--- src/rtl/instruction_fetch_unit_if.sv ---
// Bundle of the fetch unit's memory-side, decode-side and redirect signals.
// Handshake rule for every valid/ready pair in this bundle: a transfer happens
// in a cycle where both valid and ready are 1 at the rising clock edge; valid
// never waits on ready, and the consumer may drive ready at any time.
interface instruction_fetch_unit_if #(
  parameter int DEPTH = 4
);
  localparam int CW = $clog2(DEPTH) + 1;

  // instruction memory request / response
  logic          imem_req_valid;
  logic          imem_req_ready;
  logic [63:0]   imem_addr;
  logic          imem_resp_valid;
  logic [31:0]   imem_resp_data;
  // decode side
  logic          inst_valid;
  logic          inst_ready;
  logic [31:0]   inst;
  logic [63:0]   inst_pc;
  // redirect from the branch path
  logic          redirect_valid;
  logic [63:0]   redirect_pc;
  // status / debug
  logic [CW-1:0] fifo_count;
  logic [1:0]    fetch_state;

  // fetch unit side
  modport master (
    output imem_req_valid, imem_addr, inst_valid, inst, inst_pc,
           fifo_count, fetch_state,
    input  imem_req_ready, imem_resp_valid, imem_resp_data, inst_ready,
           redirect_valid, redirect_pc
  );

  // memory / decode / branch side
  modport slave (
    input  imem_req_valid, imem_addr, inst_valid, inst, inst_pc,
           fifo_count, fetch_state,
    output imem_req_ready, imem_resp_valid, imem_resp_data, inst_ready,
           redirect_valid, redirect_pc
  );
endinterface

--- src/rtl/instruction_fetch_unit.sv ---
// Sequential instruction fetch with one request in flight, a DEPTH-entry
// PC-tagged instruction buffer toward decode, and redirect/flush handling.
// fetch_state exposes the request tracker: 0 idle, 1 waiting (keep response),
// 2 dropping (discard response).
module instruction_fetch_unit #(
  parameter int          DEPTH    = 4,
  parameter logic [63:0] RESET_PC = 64'd0
) (
  input logic clk,
  input logic reset,
  instruction_fetch_unit_if.master bus
);
  localparam int AW = $clog2(DEPTH);
  localparam int CW = AW + 1;

  typedef enum logic [1:0] {
    ST_IDLE = 2'd0,
    ST_WAIT = 2'd1,
    ST_DROP = 2'd2
  } state_e;

  state_e        state_q, state_d;
  logic [63:0]   fetch_pc_q, fetch_pc_d;
  logic [63:0]   req_pc_q, req_pc_d;
  logic [CW-1:0] count_q, count_d;
  logic [AW-1:0] rd_ptr_q, rd_ptr_d;
  logic [AW-1:0] wr_ptr_q, wr_ptr_d;
  logic [31:0]   inst_mem_q [DEPTH];
  logic [63:0]   pc_mem_q   [DEPTH];

  logic [CW:0]   credit;
  logic          req_valid;
  logic          accept;
  logic          inst_valid;
  logic          pop;
  logic          push;

  // Handshake decisions. The credit counts the in-flight kept response as
  // occupied, and deliberately ignores a same-cycle pop.
  always_comb begin
    credit     = {1'b0, count_q} + {{CW{1'b0}}, (state_q == ST_WAIT)};
    req_valid  = reset && !bus.redirect_valid
                 && ((state_q == ST_IDLE) || bus.imem_resp_valid)
                 && (credit < (CW+1)'(DEPTH));
    accept     = req_valid && bus.imem_req_ready;
    inst_valid = reset && (count_q != '0) && !bus.redirect_valid;
    pop        = inst_valid && bus.inst_ready;
    push       = reset && !bus.redirect_valid && bus.imem_resp_valid
                 && (state_q == ST_WAIT);
  end

  // Next-state for the request tracker, fetch PC and buffer bookkeeping;
  // a redirect overrides push, pop and request.
  always_comb begin
    state_d    = state_q;
    fetch_pc_d = fetch_pc_q;
    req_pc_d   = req_pc_q;
    count_d    = count_q;
    rd_ptr_d   = rd_ptr_q;
    wr_ptr_d   = wr_ptr_q;
    if (bus.redirect_valid) begin
      count_d    = '0;
      rd_ptr_d   = '0;
      wr_ptr_d   = '0;
      fetch_pc_d = {bus.redirect_pc[63:2], 2'b00};
      // An outstanding response becomes unwanted; if it is arriving right
      // now it is simply swallowed.
      if (state_q != ST_IDLE) begin
        state_d = bus.imem_resp_valid ? ST_IDLE : ST_DROP;
      end
    end else begin
      if (accept) begin
        req_pc_d   = fetch_pc_q;
        fetch_pc_d = fetch_pc_q + 64'd4;
        state_d    = ST_WAIT;
      end else if (bus.imem_resp_valid && (state_q != ST_IDLE)) begin
        state_d = ST_IDLE;
      end
      if (push) wr_ptr_d = wr_ptr_q + AW'(1);
      if (pop)  rd_ptr_d = rd_ptr_q + AW'(1);
      count_d = count_q + CW'(push) - CW'(pop);
    end
  end

  // Control state registers with synchronous active-low reset.
  always_ff @(posedge clk) begin
    if (!reset) begin
      state_q    <= ST_IDLE;
      fetch_pc_q <= RESET_PC;
      req_pc_q   <= RESET_PC;
      count_q    <= '0;
      rd_ptr_q   <= '0;
      wr_ptr_q   <= '0;
    end else begin
      state_q    <= state_d;
      fetch_pc_q <= fetch_pc_d;
      req_pc_q   <= req_pc_d;
      count_q    <= count_d;
      rd_ptr_q   <= rd_ptr_d;
      wr_ptr_q   <= wr_ptr_d;
    end
  end

  // Buffer storage; contents are only meaningful below count, so no reset.
  always_ff @(posedge clk) begin
    if (push) begin
      inst_mem_q[wr_ptr_q] <= bus.imem_resp_data;
      pc_mem_q[wr_ptr_q]   <= req_pc_q;
    end
  end

  assign bus.imem_req_valid = req_valid;
  assign bus.imem_addr      = fetch_pc_q;
  assign bus.inst_valid     = inst_valid;
  assign bus.inst           = inst_mem_q[rd_ptr_q];
  assign bus.inst_pc        = pc_mem_q[rd_ptr_q];
  assign bus.fifo_count     = count_q;
  assign bus.fetch_state    = state_q;
endmodule

--- src/flat_wrapper.sv ---
// flat-port wrapper written by rule: the top's interface ports become plain ports
module instruction_fetch_unit_flat 
#(
  parameter int          DEPTH    = 4,
  parameter logic [63:0] RESET_PC = 64'd0
)
  (clk, reset, bus_imem_req_valid, bus_imem_addr, bus_inst_valid, bus_inst, bus_inst_pc, bus_fifo_count, bus_fetch_state, bus_imem_req_ready, bus_imem_resp_valid, bus_imem_resp_data, bus_inst_ready, bus_redirect_valid, bus_redirect_pc);
  instruction_fetch_unit_if #(.DEPTH(DEPTH)) bus_i ();
  input logic clk;
  input logic reset;
  output wire logic [$bits(bus_i.imem_req_valid)-1:0] bus_imem_req_valid;
  output wire logic [$bits(bus_i.imem_addr)-1:0] bus_imem_addr;
  output wire logic [$bits(bus_i.inst_valid)-1:0] bus_inst_valid;
  output wire logic [$bits(bus_i.inst)-1:0] bus_inst;
  output wire logic [$bits(bus_i.inst_pc)-1:0] bus_inst_pc;
  output wire logic [$bits(bus_i.fifo_count)-1:0] bus_fifo_count;
  output wire logic [$bits(bus_i.fetch_state)-1:0] bus_fetch_state;
  input wire logic [$bits(bus_i.imem_req_ready)-1:0] bus_imem_req_ready;
  input wire logic [$bits(bus_i.imem_resp_valid)-1:0] bus_imem_resp_valid;
  input wire logic [$bits(bus_i.imem_resp_data)-1:0] bus_imem_resp_data;
  input wire logic [$bits(bus_i.inst_ready)-1:0] bus_inst_ready;
  input wire logic [$bits(bus_i.redirect_valid)-1:0] bus_redirect_valid;
  input wire logic [$bits(bus_i.redirect_pc)-1:0] bus_redirect_pc;
  assign bus_imem_req_valid = bus_i.imem_req_valid;
  assign bus_imem_addr = bus_i.imem_addr;
  assign bus_inst_valid = bus_i.inst_valid;
  assign bus_inst = bus_i.inst;
  assign bus_inst_pc = bus_i.inst_pc;
  assign bus_fifo_count = bus_i.fifo_count;
  assign bus_fetch_state = bus_i.fetch_state;
  assign bus_i.imem_req_ready = bus_imem_req_ready;
  assign bus_i.imem_resp_valid = bus_imem_resp_valid;
  assign bus_i.imem_resp_data = bus_imem_resp_data;
  assign bus_i.inst_ready = bus_inst_ready;
  assign bus_i.redirect_valid = bus_redirect_valid;
  assign bus_i.redirect_pc = bus_redirect_pc;
  instruction_fetch_unit #(.DEPTH(DEPTH), .RESET_PC(RESET_PC)) u_core (.clk(clk), .reset(reset), .bus(bus_i));
endmodule
--- config.mk ---
export PLATFORM = sky130hd
export DESIGN_NAME = instruction_fetch_unit_flat
export DESIGN_NICKNAME = d
export VERILOG_FILES = /design/src/rtl/instruction_fetch_unit_if.sv /design/src/rtl/instruction_fetch_unit.sv /design/src/flat_wrapper.sv
export SDC_FILE = /design/constraint.sdc
export NUM_CORES = 1
export LEC_CHECK = 0
export ABC_AREA = 1
export CORE_MARGIN = 2
export CORE_UTILIZATION = 60
export DETAILED_ROUTE_END_ITERATION = 12
export DONT_BUFFER_PORTS = 1
export GPL_TIMING_DRIVEN = 0
export PLACE_DENSITY = 0.72
export SYNTH_ARGS = -nofsm -noshare
export SYNTH_HDL_FRONTEND = slang
export SYNTH_SLANG_ARGS = --single-unit
export TNS_END_PERCENT = 100
--- constraint.sdc ---
create_clock -name clk -period 9.4 [get_ports clk]
set_input_delay 0.94 -clock clk [delete_from_list [all_inputs] [get_ports clk]]
set_output_delay 0.94 -clock clk [all_outputs]
set_load 0.02 [all_outputs]
== After elaboration in Yosys (flattened, before gate mapping) ==
Memories as Yosys holds them, arrays and structs flattened. A register that Yosys moved wholly into a read port is not among the register bits.
Index checks and enable logic that the tools add are counted.

* Add/subtract/negate cells: 6
* Magnitude comparators: 1
* Equal/unequal tests: 2
* Muxes and demuxes: 13
* Bitwise operators: 2
* Reduce and logical (&&, ||, !) cells: 20

{| class="wikitable"
|+ Operators by type and width
! cell !! count
|-
| 2-to-1 mux 64 bit || 2
|-
| adder 64 x 3 -> 64 bit (second input constant) || 1
|-
| 2-to-1 mux 2 bit || 9
|-
| logical AND 1 bit || 10
|-
| nonzero test 3 bit || 2
|-
| adder 2 x 1 -> 2 bit (second input constant) || 2
|-
| adder 3 x 1 -> 4 bit || 1
|-
| < comparator 4 x 3 -> 1 bit (second input constant) || 1
|-
| AND reduction 2 bit || 2
|-
| nonzero test 2 bit || 2
|-
| adder 3 x 1 -> 3 bit || 1
|-
| subtractor 3 x 1 -> 3 bit || 1
|-
| == test 2 x 1 -> 1 bit (second input constant) || 1
|-
| zero test 2 bit || 1
|-
| 2-to-1 mux 1 bit || 2
|-
| != test 2 x 1 -> 1 bit (second input constant) || 1
|-
| inverter 1 bit || 2
|-
| OR reduction 2 bit || 1
|-
| zero test 1 bit || 1
|-
| logical OR 1 bit || 1
|}

* Register bits: 137
* RAM bits: 384
* Output and inout bits: 167
* Logic and storage cells: 53
* Memories kept: 2

{| class="wikitable"
|+ Memory list
! name !! depth !! bits a word !! rd ports !! clocked after Yosys merged registers in !! wr ports !! line !! RTL
|-
| u_core.pc_mem_q || 4 || 64 || 1 || 1 || 1 || instruction_fetch_unit.sv:29 || <nowiki>logic [63:0] pc_mem_q [DEPTH];</nowiki>
|-
| u_core.inst_mem_q || 4 || 32 || 1 || 1 || 1 || instruction_fetch_unit.sv:28 || <nowiki>logic [31:0] inst_mem_q [DEPTH];</nowiki>
|}

== Depth between registers and ports, before layout ==
Gate-level depths: netlist (run 1).

* Word-level depth: 7
* Mapped depth: 13
* Mapped depth without buffers: 12

== Worst setup path after synthesis (run 1) ==
OpenSTA, ideal clock, no wires.

* Path type: input port to flip-flop
* From: input reset
* To: memory u_core.inst_mem_q[0][0] (enable)
* Setup time: 547 ps
* Arrival time: 5500 ps
* Required time: 8853 ps
* Path slack: 3352 ps
* Stages on the path: 7
* Path through: buf_2 inv_2 nor2_4 inv_1 nor2_1 inv_1 nor2_1

* Cells in the longest elaborated chain, start to end: 5

{| class="wikitable"
|+ RTL lines
! element !! line !! RTL
|-
| start, declared || flat_wrapper.sv:10 || <nowiki>input logic reset;</nowiki>
|-
| logical AND 1 bit (2 in series) || instruction_fetch_unit.sv:48 || <nowiki>push = reset && !bus.redirect_valid && bus.imem_resp_valid</nowiki>
|-
| logical AND 1 bit || instruction_fetch_unit.sv:49 || <nowiki>&& (state_q == ST_WAIT);</nowiki>
|-
| via u_core.push || instruction_fetch_unit.sv:36 || <nowiki>logic push;</nowiki>
|-
| 2-to-1 mux 1 bit || instruction_fetch_unit.sv:106 || <nowiki>if (push) begin</nowiki>
|-
| 2-to-1 mux 1 bit (implied by the code) || instruction_fetch_unit.sv:107 || <nowiki>inst_mem_q[wr_ptr_q] <= bus.imem_resp_data;</nowiki>
|-
| end, declared || instruction_fetch_unit.sv:28 ||
|}

The timed path passes the listed nets, and every way through them passes these cells.

==> qor.yml, run 1 <==
layout:
  layout.nets: 2275
  regArea_mm2: 0.01399
  layout_commonest_cell: "nand2_1"
  fin_util_pct: 68.15
  mostFrequentLayoutCells: "nand2_1 (409), edfxtp_1 (376), nor2_1 (357)"
  drive_gt1_share_pct: 6.219
  area_delta_synth_final_pct: 11.43
  num-fill-cells: 2677
  multi_input_area_mm2: 0.006359
power_and_ir_drop:
  p_total_mw: 4.550
  power.density_mw_per_mm2: 192.3
  irDropWorstVdd_v: 0.0001670
  p_leak_nw: 7.953
timing:
  fmax_ghz: 0.2210
  clock_skew_ns: 0.01298
  tightest_slew_ns: 0.9823
  slew_headroom_pct: 34.51
  timing.final.crit_period_ns: 4.524
  slew_violations: 0
  hold_viol_final: 0
  fin_crit_sh_pct: 48.13
  setup_viol: 0
  rsz0062_at_grt: "no"
global_route:
  grt_pass1_wl_um: 88780
  grt_pass1_vias: 14820
  grt_usage_pct: 32.83
  grt_antenna_before_repair: 7
  grt_max_degree: 31
  grt_overflow_total: 0
setup_path:
  rr_startpoint: "u_core.bus.fetch_state[0]"
  end_kind: "output pin"
  r2r_cells: 8
  r2r-end: "u_core.pc_mem_q[1][49]"
  r2r_slack_ns: 6.63
  cp.arrival_ns: 3.58
  critPathKind: "flop to output pin"
  timing.critical_path.fanout_max: 10
  cp.required_ns: 8.46
  startpoint_type: "flop"
  crit_end: "bus_inst_pc[59]"
yosys:
  synth-seq-cells: 511
  syn_avg_cell_area_um2: 10.11
  synth_cell_types: 37
  synth_edf_count: 376
  synth_area_mm2: 0.02123
  netlist_instances: 2099
  yosys_most_used_dff: "edfxtp_1"
  async_flop_share_pct: 0
  ys_warn_count: 0
  ys_seq_area_share_pct: 65.91
drt:
  first_iter_violations: 1668
  firstDrtPassIters: 6
  drc: 0
  via_per_inst: 5.921
  wirelength_um: 60680
  vias: 15770
  drt-wirelength-per-cell_um: 22.78
  ant_nets: 0
floorplan:
  ios: 269
  start_util_pct: 61.16
  fp.dieH_um: 192.1
  die_w_um: 192.1
  core_area_mm2: 0.03471
  row_count: 68
  die_area_mm2: 0.03690
outcome:
  status: "finished clean"
clock_network:
  post_cts_resize_count: 0
  htreeDepth: 2
  cts_sinks: 511
  hold_buffers: 0
  insertion_delay_ns: 0.58
  tritoncts: "yes"
  clk_path_buf_depth: 3
  post-cts-setup-buffers: 0
  cts-root-buf: "clkbuf_16"
  cts_buffers: 48
  clk_pin_slew_ns: 0.06
placement:
  place_congestion: 1.007
  port_buffers: 0
  hpwlAfterDp_um: 42780
run:
  maxCapViolCount: 0
worst_hold_path:
  hp-start: "bus_imem_resp_data[22]"
  holdCritPathClass: "primary input to flop"
-- per-stage QoR --
| step | area [um2] | hold WS (ns) | cells | setup slack [ns] | TNS (ns) |
|---|---|---|---|---|---|
| detailed placement | 22080 | 0.4729 | 2569 | 5.487 | 0 |
| floorplan | 21240 | 0.4487 | 2102 | 3.352 | 0 |
| finish | 23660 | 0.4494 | 2664 | 4.876 | 0 |
| global route | 23650 | 0.4276 | 2662 | 4.684 | 0 |
| CTS | 23640 | 0.4268 | 2658 | 4.856 | 0 |
| global placement | 21810 | 0.4557 | 2557 | -0.1844 | -29.51 |
-- cell type report --
cell class | count | share of cell area (%)
clock inverters | 26 | 0.9732
inverters | 110 | 1.745
multi-input cells | 1367 | 26.88
diodes | 6 | 0.06347
clock buffers | 63 | 5.622
plain buffers | 114 | 2.142
repair buffers | 12 | 1.015
well taps | 455 | 2.407
flip-flops and latches | 511 | 59.15
-- state kept, by name, summed over array words and instances (netlist names), named ones only --
signal / count
u_core.bus.fetch_state: 2
u_core.bus.fifo_count: 3
u_core.bus.imem_addr: 62
u_core.inst_mem_q: 128
u_core.pc_mem_q: 248
u_core.rd_ptr_q: 2
u_core.req_pc_q: 62
u_core.wr_ptr_q: 2
-- cell usage after synthesis (7+ instances only) --
cell	number	area, um2
nor2_1	361	1355
xnor2_1	23	201.4
edfxtp_1	376	11290
ha_1	8	100.1
clkbuf_1	76	285.3
buf_2	24	120.1
o21ai_0	233	1166
nand2_1	409	1535
xor2_1	13	113.9
nand3_1	66	330.3
nand2_2	7	43.79
dfxtp_1	135	2703
buf_4	9	67.56
inv_1	105	394.1
o22ai_1	94	588.1
a21oi_1	100	500.5
a31oi_1	11	68.82
nand4_1	8	50.05
-- where the power goes --
part	internal, mW	switching, mW	total [mW]	leakage, nW
registers	2.43	0.0736	2.51	4.26
clock network	1.11	0.805	1.91	0.777
logic	0.0421	0.0897	0.132	2.92
total	3.58	0.968	4.55	7.95
-- cell families (layout without fill, tap and decap cells) --
group	count (synthesis)	count (layout)	share of synthesized area, %
flip-flops	511	511	65.91
buffers and inverters	224	325	4.332
XOR/XNOR	36	36	1.485
multiplexers	1	1	0.04715
other	1	10	0.01766
adder cells (fa/ha/maj)	9	9	0.5658
AND/OR/NAND/NOR	866	866	16.23
AO/OA/AOI/OAI	451	451	11.41
-- worst max-delay path, stage by stage (launching register included) --
cell and delay (ns):
dfxtp_1 0.30, buf_2 0.25, buf_2 0.30, clkinv_1 0.26
clkbuf_1 0.67, clkbuf_1 0.59, o21ai_0 0.18, o22ai_1 0.43
-- how the worst min path moves through the flow --
stage | endpoint | depth (start not counted) | slack, ns
global route | u_core.inst_mem_q[3][4] | 0 | 0.43
floorplan | flop | 2 | 0.45
finish | u_core.inst_mem_q[3][22] | 0 | 0.45
detailed placement | u_core.rd_ptr_q[0] | 2 | 0.47
CTS | u_core.inst_mem_q[3][2] | 0 | 0.43
global placement | u_core.rd_ptr_q[0] | 2 | 0.46
-- per-layer routing --
layer / up-vias / track usage [%] / routed length (um)
met3: 108 / 8.003 / 5917
met4: 0 / 11.30 / 1947
met1: 7518 / 43.20 / 24070
met2: 793 / 53.67 / 28740
met5: - / 0 / 0
li1: 7354 / - / -
Note: power is estimated with default switching activity, not from simulation.
==> run 2: changes to the inputs <==
==> constraint.sdc (replaced) <==
create_clock -name clk -period 4.7 [get_ports clk]
set_input_delay 0.47 -clock clk [delete_from_list [all_inputs] [get_ports clk]]
set_output_delay 0.47 -clock clk [all_outputs]
set_load 0.02 [all_outputs]
==> run 2 against run 1 <==
  * Highest routed layer unchanged
  * Utilization up 0.92 points
  * First-iteration DRC count is 0.36% lower
  * Non-clock buffer count grew 32
  * Worst hold slack worse by 0.40 ns
  * Worst setup slack got worse by 4.2 ns
  * Final cell count increased by 1.2%
==> qor.yml, run 2 (synthesis results as in run 1) <==
outcome:
  status: "finished clean"
timing:
  setup_tns_ns: 0  # unchanged
  clock_skew_ns: 0.01393  # +0.0009509 ns
  hold_viol_final: 0  # unchanged
  rsz0062_at_grt: "no"
  setup_slack_ns: 0.6356  # -4.240 ns
  slew_headroom_pct: 32.20  # -2.3 points
  slew_violations: 0  # unchanged
  fmax_ghz: 0.2460
  tightest_slew_ns: 1.017  # +0.03464 ns
  fin_crit_sh_pct: 86.48
  setup_viol: 0  # unchanged
  timing.final.crit_period_ns: 4.064
  holdWs_ns: 0.05161  # -0.3978 ns
placement:
  port_buffers: 0  # unchanged
  post-place-ws_ns: 1.257  # -4.230 ns
  placed_cell_area_mm2: 0.02208  # unchanged
  place_inst: 2569  # unchanged
  hpwlAfterDp_um: 42780  # unchanged
  place_congestion: 1.007  # unchanged
worst_hold_path:
  holdCritPathClass: "primary input to flop"
  min_path_cells: 3  # +3
  hold_path_end: "u_core.bus.fetch_state[1]"
  hp-start: "bus_imem_resp_valid"
floorplan:
  fp.dieH_um: 192.1  # unchanged
  core_area_mm2: 0.03471  # unchanged
  die_w_um: 192.1  # unchanged
  die_area_mm2: 0.03690  # unchanged
  row_count: 68  # unchanged
  ios: 269  # unchanged
  start_util_pct: 61.16  # unchanged
global_route:
  grt_antenna_before_repair: 7  # unchanged
  grt_pass1_wl_um: 89290  # +0.57%
  grt_usage_pct: 33.01  # +0.18 points
  grt_pass1_vias: 14980  # +1.1%
  grt_max_degree: 31  # unchanged
  grt_overflow_total: 0  # unchanged
run:
  maxCapViolCount: 0  # unchanged
drt:
  wirelength_um: 61100  # +0.70%
  drc: 0  # unchanged
  first_iter_violations: 1662  # -0.36%
  ant_nets: 0  # unchanged
  drt-wirelength-per-cell_um: 22.66  # -0.50%
  firstDrtPassIters: 7  # +1
  via_per_inst: 5.914  # -0.11%
  vias: 15950  # +1.1%
layout:
  fin_util_pct: 69.07  # +0.92 points
  top_register: "u_core.pc_mem_q"
  layout_commonest_cell: "nand2_1"
  drive_gt1_share_pct: 6.130  # -0.089 points
  layout.nets: 2307  # +1.4%
  reg_top3: "u_core.pc_mem_q: 248 flops, u_core.inst_mem_q: 128 flops"
  num-fill-cells: 2642  # -1.3%
  fin_area_mm2: 0.02398  # +1.4%
  multi_input_area_mm2: 0.006359  # unchanged
  area_delta_synth_final_pct: 12.94
  regArea_mm2: 0.01399  # unchanged
  mostFrequentLayoutCells: "nand2_1 (409), edfxtp_1 (376), nor2_1 (357)"
  layout.cells.non_filler: 2696  # +1.2%
  largest_reg_flops: 248  # unchanged
power_and_ir_drop:
  power_frac_comb_pct: 3.2  # +0.3 points
  power.density_mw_per_mm2: 380.9  # +98%
  p_sw_mw: 1.951  # +100%
  p_clk_share_pct: 41.8  # -0.2 points
  power.internal_mw: 7.182  # +100%
  irDropWorstVdd_v: 0.0003391  # +100%
  seq_power_share_pct: 54.9  # -0.2 points
  p_leak_nw: 8.086  # +1.7%
  p_total_mw: 9.133  # +100%
  swShare_pct: 21.36  # +0.088 points
clock_network:
  clk_pin_slew_ns: 0.07  # about the same
  cts-root-buf: "clkbuf_16"
  cts_buffers: 48  # unchanged
  tritoncts: "yes"
  clk_path_buf_depth: 3  # unchanged
  htreeDepth: 2  # unchanged
  cts_sinks: 511  # unchanged
  post_cts_resize_count: 0  # unchanged
  insertion_delay_ns: 0.58  # about the same
setup_path:
  end_kind: "output pin"
  cp.required_ns: 4.23  # -4.23 ns
  r2r_slack_ns: 1.92  # -4.71 ns
  rr_startpoint: "u_core.bus.fetch_state[0]"
  timing.critical_path.fanout_max: 10  # unchanged
  cp.arrival_ns: 3.59  # about the same
  critPathKind: "flop to output pin"
  r2r-end: "u_core.inst_mem_q[1][18]"
  startpoint_type: "flop"
  r2r_cells: 8  # unchanged
-- run 2: cell types whose count changed in the layout (fill, tap and decap cells not counted), sizes merged --
cell,before,now
dlygate4sd3,0,32
-- run 2: metal layers --
metal  share of wire, %  routed length, um  GRT usage (%)  vias to the layer above
li1                   -                  -              -                     7415
met3                9.7               5905          7.601                      108
met4                3.2               1949          11.66                        0
met5                  0                  0              0                        -
met1                 40              24170          43.61                     7608
met2                 48              29070          53.97                      814
-- run 2: critical path, cell delays in order (launching register included) --
cell and delay, ns:
dfxtp_1 0.30, buf_2 0.26, buf_2 0.31, clkinv_1 0.26, clkbuf_1 0.67, clkbuf_1 0.59, o21ai_0 0.18, o22ai_1 0.43
-- run 2: power by group through the flow --
| stage | sequential, mW | combinational (mW) | clock [mW] |
|---|---|---|---|
| finish | 5.01 | 0.296 | 3.82 |
| global route | 5.02 | 0.327 | 4.02 |
| CTS | 5.01 | 0.291 | 3.85 |
| detailed placement | 5.11 | 0.257 | 0 |
| global placement | 5.11 | 0.250 | 0 |
| floorplan | 5.06 | 0.188 | 0 |
-- run 2: cell type report --
class | count | share of cell area [%]
Antenna cell | 6 | 0.06262
Clock inverter | 26 | 0.9602
Buffer | 114 | 2.113
Sequential cell | 511 | 58.36
Inverter | 110 | 1.722
Clock buffer | 63 | 5.547
Timing Repair Buffer | 44 | 2.338
Tap cell | 455 | 2.374
Multi-Input combinational cell | 1367 | 26.52
-- run 2: worst max-delay path by stage --
| stage | start | endpoint | depth (start not counted) |
|---|---|---|---|
| 3_3_place_gp | reset | u_core.inst_mem_q[0][10] | 7 |
| 6_report | flop | bus_inst_pc[59] | 7 |
| 3_5_place_dp | flop | bus_inst_pc[58] | 7 |
| 5_1_grt | flop | bus_inst_pc[61] | 7 |
| 4_1_cts | flop | bus_inst_pc[58] | 7 |
| 2_1_floorplan | reset | u_core.inst_mem_q[0][0] | 7 |
-- run 2: timing repair --
| action | CTS | global route |
|---|---|---|
| endpoints found under the hold margin | 128 | 0 |
| buffers inserted | 0 | 0 |
| hold buffers | 32 | 0 |
